[config.mk]
export PLATFORM = sky130hd
export DESIGN_NAME = key_conditioner
export DESIGN_NICKNAME = d
export VERILOG_FILES = /design/src/rtl/key_conditioner.sv
export SDC_FILE = /design/constraint.sdc
export NUM_CORES = 1
export LEC_CHECK = 0
export CAP_MARGIN = 20
export CORE_MARGIN = 4
export CORE_UTILIZATION = 40
export CTS_CLUSTER_SIZE = 30
export DETAILED_ROUTE_END_ITERATION = 8
export HOLD_SLACK_MARGIN = 0.1
export PLACE_DENSITY = 0.57
export SKIP_LAST_GASP = 1
export SLEW_MARGIN = 10
export SYNTH_ARGS = -nofsm -noshare
export SYNTH_HDL_FRONTEND = slang
export SYNTH_SLANG_ARGS = --single-unit
export TNS_END_PERCENT = 10
[constraint.sdc]
create_clock -name clock_50 -period 2.7 [get_ports clock_50]
set_input_delay 0.27 -clock clock_50 [delete_from_list [all_inputs] [get_ports clock_50]]
set_output_delay 0.27 -clock clock_50 [all_outputs]
set_load 0.01 [all_outputs]
[src/rtl/key_conditioner.sv]
// key_conditioner
//   Synchronises and debounces raw active-low pushbuttons and produces clean
//   pressed levels, single-cycle press strobes, an any-key strobe and the
//   index of the lowest-numbered key that strobed.
//
// Ports
//   clock_50  : system clock (single clock domain)
//   reset     : synchronous, active-high reset
//   key_n     : raw asynchronous pushbuttons, active-low (0 = pressed)
//   key_level : debounced pressed state, 1 = pressed
//   key_pulse : one-cycle strobe per accepted press (and per auto-repeat)
//   any_pulse : OR of key_pulse
//   key_idx   : lowest channel with key_pulse high, holds otherwise
//
// Optional feature
//   KEYCOND_AUTOREPEAT_EN : when defined, a held key emits repeat strobes
//   REPEAT_DELAY cycles after the press strobe, then every REPEAT_PERIOD
//   cycles while it stays pressed. When undefined no repeat logic exists.

module key_conditioner #(
  parameter int N_KEYS          = 4,
  parameter int IDX_W           = 2,
  parameter int DEBOUNCE_CYCLES = 1000000,
  parameter int CNT_W           = 20,
  parameter int REPEAT_DELAY    = 25000000,
  parameter int REPEAT_PERIOD   = 10000000
) (
  input  logic              clock_50,
  input  logic              reset,
  input  logic [N_KEYS-1:0] key_n,
  output logic [N_KEYS-1:0] key_level,
  output logic [N_KEYS-1:0] key_pulse,
  output logic              any_pulse,
  output logic [IDX_W-1:0]  key_idx
);

  typedef enum logic [1:0] {RELEASED, PRESS_CHK, PRESSED, REL_CHK} state_t;

  localparam logic [CNT_W-1:0] CNT_LAST = CNT_W'(DEBOUNCE_CYCLES - 1);

  // Reject parameter sets the logic cannot honour (index too narrow,
  // counter unable to reach its compare value, repeat timing inverted).
  if (((1 << IDX_W) < N_KEYS) || (DEBOUNCE_CYCLES < 1) ||
      ((DEBOUNCE_CYCLES - 1) >= (1 << CNT_W)) ||
      (REPEAT_PERIOD < 1) || (REPEAT_DELAY < REPEAT_PERIOD)) begin : g_bad_cfg
    $error("key_conditioner: invalid parameter set");
  end

  // Two-flop synchroniser; resets to the released (high) level.
  logic [N_KEYS-1:0] sync1_q, sync1_d;
  logic [N_KEYS-1:0] sync2_q, sync2_d;
  logic [N_KEYS-1:0] p_sync;

  always_comb begin
    sync1_d = key_n;
    sync2_d = sync1_q;
  end

  assign p_sync = ~sync2_q;

  // Per-channel next values for the registered outputs.
  logic [N_KEYS-1:0] level_d;
  logic [N_KEYS-1:0] pulse_d;

  for (genvar gi = 0; gi < N_KEYS; gi++) begin : g_chan
    state_t           state_q, state_d;
    logic [CNT_W-1:0] cnt_q, cnt_d;
    logic             press_evt;

    always_comb begin
      state_d   = state_q;
      cnt_d     = cnt_q;
      press_evt = 1'b0;
      case (state_q)
        RELEASED: begin
          if (p_sync[gi]) begin
            state_d = PRESS_CHK;
            cnt_d   = '0;
          end
        end
        PRESS_CHK: begin
          if (!p_sync[gi]) begin
            state_d = RELEASED;
            cnt_d   = '0;
          end else if (cnt_q == CNT_LAST) begin
            state_d   = PRESSED;
            press_evt = 1'b1;
          end else begin
            cnt_d = cnt_q + 1'b1;
          end
        end
        PRESSED: begin
          if (!p_sync[gi]) begin
            state_d = REL_CHK;
            cnt_d   = '0;
          end
        end
        REL_CHK: begin
          if (p_sync[gi]) begin
            state_d = PRESSED;
            cnt_d   = '0;
          end else if (cnt_q == CNT_LAST) begin
            state_d = RELEASED;
          end else begin
            cnt_d = cnt_q + 1'b1;
          end
        end
        default: begin
          state_d = RELEASED;
          cnt_d   = '0;
        end
      endcase
    end

    // Level follows the next state so it rises in the same cycle as the strobe.
    assign level_d[gi] = (state_d == PRESSED) || (state_d == REL_CHK);

`ifdef KEYCOND_AUTOREPEAT_EN
    localparam int             REP_W      = $clog2(REPEAT_DELAY + 1);
    localparam logic [REP_W-1:0] REP_LAST   = REP_W'(REPEAT_DELAY - 1);
    // Reloading to DELAY-PERIOD makes the next hit land PERIOD cycles later.
    localparam logic [REP_W-1:0] REP_RELOAD = REP_W'(REPEAT_DELAY - REPEAT_PERIOD);

    logic [REP_W-1:0] rep_cnt_q, rep_cnt_d;
    logic             stay_pressed;
    logic             rep_hit;

    assign stay_pressed = (state_q == PRESSED) && p_sync[gi];
    assign rep_hit      = stay_pressed && (rep_cnt_q == REP_LAST);

    always_comb begin
      rep_cnt_d = rep_cnt_q;
      if (!stay_pressed) begin
        // Cleared outside PRESSED and on every entry into PRESSED.
        rep_cnt_d = '0;
      end else if (rep_hit) begin
        rep_cnt_d = REP_RELOAD;
      end else begin
        rep_cnt_d = rep_cnt_q + 1'b1;
      end
    end

    always_ff @(posedge clock_50) begin
      if (reset) begin
        rep_cnt_q <= '0;
      end else begin
        rep_cnt_q <= rep_cnt_d;
      end
    end

    assign pulse_d[gi] = press_evt | rep_hit;
`else
    assign pulse_d[gi] = press_evt;
`endif

    always_ff @(posedge clock_50) begin
      if (reset) begin
        state_q <= RELEASED;
        cnt_q   <= '0;
      end else begin
        state_q <= state_d;
        cnt_q   <= cnt_d;
      end
    end
  end

  // Output stage.
  logic [N_KEYS-1:0] key_level_q, key_pulse_q;
  logic              any_pulse_q, any_pulse_d;
  logic [IDX_W-1:0]  key_idx_q, key_idx_d;

  always_comb begin
    any_pulse_d = |pulse_d;
    key_idx_d   = key_idx_q;
    // Descending scan so the lowest set channel wins.
    for (int i = N_KEYS - 1; i >= 0; i--) begin
      if (pulse_d[i]) begin
        key_idx_d = IDX_W'(i);
      end
    end
  end

  always_ff @(posedge clock_50) begin
    if (reset) begin
      sync1_q     <= '1;
      sync2_q     <= '1;
      key_level_q <= '0;
      key_pulse_q <= '0;
      any_pulse_q <= 1'b0;
      key_idx_q   <= '0;
    end else begin
      sync1_q     <= sync1_d;
      sync2_q     <= sync2_d;
      key_level_q <= level_d;
      key_pulse_q <= pulse_d;
      any_pulse_q <= any_pulse_d;
      key_idx_q   <= key_idx_d;
    end
  end

  assign key_level = key_level_q;
  assign key_pulse = key_pulse_q;
  assign any_pulse = any_pulse_q;
  assign key_idx   = key_idx_q;

endmodule

==> metrics.md <==
| Metric | Value |
|---|---|
| Post-synth ARST share | 0% |
| Synth Area per Inst | 8.37 um^2 |
| PostCTS Resize Cnt | 0 |
| Total CTS buffers | 9 |
| VDD IR max | 0.433 mV |
| Slew HR | 53.4% |
| Hold_sp | reset |
| Area after DPL | 5570 um^2 |
| Hold Path Depth | 2 |
| Synthesis warning total | 0 |
| Pins Over Slew Limit | 0 |
| Crit Path Max Fanout | 12 |
| Vias in the first global route | 4,164 |
| Initial Util | 41.3% |
| Util after Layout | 45.7% |
| RR Endpoint | key_idx[1] |
| Max Freq | 445 MHz |
| Pre-Repair DR Iteration Count | 4 |
| Status | complete, no violations |
| Worst slew pin tran | 692 ps |
| Yosys reg bits | 107 |
| Fillers | 1,255 |
| Share of cells above drive strength 1 | 7.17% |
| Worst Clk Skew | 8.09 ps |
| Top cells by area, synth | dfxtp_1, o21ai_0, nor2_1 |
| I/O Buffers | 16 |
| Chip width | 123 um |
| Worst reg2reg startpoint | g_chan[0].cnt_q[7] |
| Final setup vio count | 0 |
| GRT Resource Usage Total | 16.2% |
| Unique masters post-synth | 61 |
| Final Hold Fails | 0 |
| Post-route ant nets | 0 |
| Final Power | 2.92 mW |
| Cells on worst reg2reg path | 5 |
| H-tree lvl count | 3 |
| Initial antenna violation count | 0 |
| Die H | 123 um |
| Post-CTS Setup Bufs | 0 |
| Area grow syn2layout | 10.7% |
| Crit start category | flip-flop |
| Synth top area share | 40.6% |
| Clk slew on worst S/H paths | 70 ps |
| Row cnt | 41 |
| Starting DRT DRC Count | 373 |
| First-pass GRT wire length | 20,100 um |
| Drt wl/cell | 14.3 um |
| CTS tree | yes |
| Worst Hold End | g_chan[2].cnt_q[7] |
| Post-synthesis cell count | 630 |
| Worst hold path type | in -> reg |
| Worst path arrival time | 2490 ps |
| Period utilisation layout | 83.2% |
| Pwr Density | 500 nW/um^2 |
| # nets final | 647 |
| Post-synth EDFFs | 0 |
| Leading cell type by number of instances after synthesis | dfxtp_1 |
| Worst setup EP type | flip-flop |
| Ports | 17 |
| Via density | 5.74 |
| Top cells by count, synth | dfxtp_1, nor2_1, o21ai_0 |
| Dpl hpwl | 8250 um |
| DRC | 0 |
| Synthesized Nets | 640 |
| Top cell type by total area after synthesis | dfxtp_1 |
| Largest net degree at the start of global routing | 28 |
| Clock Sink Count | 107 |
| Routed via count | 4,669 |
| Tmin final | 2250 ps |
| Class of the most critical setup path | reg -> reg |
| Placer congestion estimate | 0.844 |
| Req. time, crit path | 2940 ps |
| R2r setup slk | 450 ps |
| Finished Cell Area | 5840 um^2 |
| Longest Clk Path Bufs | 2 |
| Routed Wire Length | 11,600 um |
| RSZ-0062 raised after global routing | false |
| Pleak | 1.97 nW |
| Maxcap violations | 0 |
| Ant. Diodes | 0 |
| Seq/Total Area, Yosys | 40.6% |
| Area of the core | 12,800 um^2 |
| Hold_buf cts | 0 |
| Total negative slack | 0 ps |
| Root Driver | clkbuf_16 |
| Gr ovfl total | 0 |
| Die area | 15,100 um^2 |
| Skew-Pair Late Insertion Delay | 350 ps |
| Mapped Area | 5270 um^2 |
| Synth Flop Type | dfxtp_1 |
[state kept, by name, indices dropped and copies added, names as in the netlist]
| signal | count |
|---|---|
| key_pulse | 4 |
| g_chan.state_q | 8 |
| any_pulse | 1 |
| sync1_q | 4 |
| sync2_q | 4 |
| key_idx | 2 |
| key_level | 4 |
| g_chan.cnt_q | 80 |
[cells in the final DEF, fill, tap and decap left out, types with 3 or more instances in the layout]
master           instances
a211oi_1                 3
a21o_1                   7
a21oi_1                 35
a22oi_1                  3
a31oi_1                 19
a41oi_1                  3
and2_1                   8
and3_1                  22
and4_1                   6
buf_4                    6
clkbuf_16                9
clkdlybuf4s50_1         15
clkinv_2                 4
dfxtp_1                107
ha_1                     4
inv_1                    7
nand2_1                 40
nand2b_1                 8
nand3_1                 27
nand4_1                 32
nor2_1                  61
nor3_1                  12
nor3_2                   3
nor3b_1                  3
nor4_1                   8
nor4b_1                  8
nor4bb_1                 4
o2111ai_1                4
o211ai_1                 9
o21ai_0                 58
o21ai_1                  3
o31ai_1                  3
or2_2                   11
or3_1                   18
or4_1                    3
xnor2_1                  8
xor2_1                  24
[metal layers]
metal	vias to the layer above	GRT usage [%]	part of all wire (%)	routed length, um
met4	0	5.18	1.3	147
li1	2362	-	-	-
met3	16	4.24	4.5	519
met1	2218	21.8	49	5720
met5	-	0	0	0
met2	73	25.3	45	5260
[worst max-delay path by stage]
| stage | start | to | slack, ps | depth (start not counted) |
|---|---|---|---|---|
| floorplan | g_chan[0].cnt_q[7] | key_idx[1] | 800 | 8 |
| global placement | g_chan[0].cnt_q[7] | key_idx[1] | 500 | 5 |
| detailed placement | g_chan[0].cnt_q[7] | key_idx[1] | 440 | 5 |
| CTS | g_chan[0].cnt_q[7] | key_idx[1] | 420 | 5 |
| global route | g_chan[0].cnt_q[7] | key_idx[1] | 280 | 5 |
| finish | g_chan[0].cnt_q[7] | key_idx[1] | 450 | 5 |
[critical path, stage by stage (launching register included)]
cell and delay (ps):
dfxtp_1 390, or4b_1 470, or3_1 450, nor3_4 480, a21oi_1 190, o311a_1 150
[power breakdown]
part / leakage (nW) / switching, mW / internal (mW) / total (mW)
sequential: 0.864 / 0.00734 / 1.59 / 1.59
combinational: 0.966 / 0.0608 / 0.0298 / 0.0907
clock: 0.139 / 0.586 / 0.647 / 1.23
[layout make-up]
class                   instances  area [um^2]  share of cell area (%)
inverters                       7         26.3                   0.450
clock inverters                 5         28.8                   0.493
multi-input cells             490         2980                    51.1
repair buffers                 22          200                    3.43
well taps                     172          215                    3.69
flip-flops and latches        107         2140                    36.7
clock buffers                  11          243                    4.16
[cell families (layout without fill, tap and decap cells)]
| kind of cell | count (synthesis) | in the layout | share of synthesized area, % |
|---|---|---|---|
| mux | 3 | 3 | 0.617 |
| buf+inv | 33 | 45 | 2.82 |
| simple gates | 288 | 288 | 30.8 |
| xor+xnor | 32 | 32 | 5.31 |
| compound gates | 163 | 163 | 18.9 |
| fa+ha+maj | 4 | 4 | 0.949 |
| flops | 107 | 107 | 40.6 |
[through the flow]
stage / setup slack (ps) / std cells / hold WS (ps)
final: 452 / 814 / 378
after global routing: 283 / 814 / 408
after CTS: 424 / 814 / 372
after detailed placement: 436 / 798 / 399
after global placement: 497 / 798 / 397
after floorplan: 801 / 630 / 374
No activity file was read; power rests on OpenSTA's default activity.
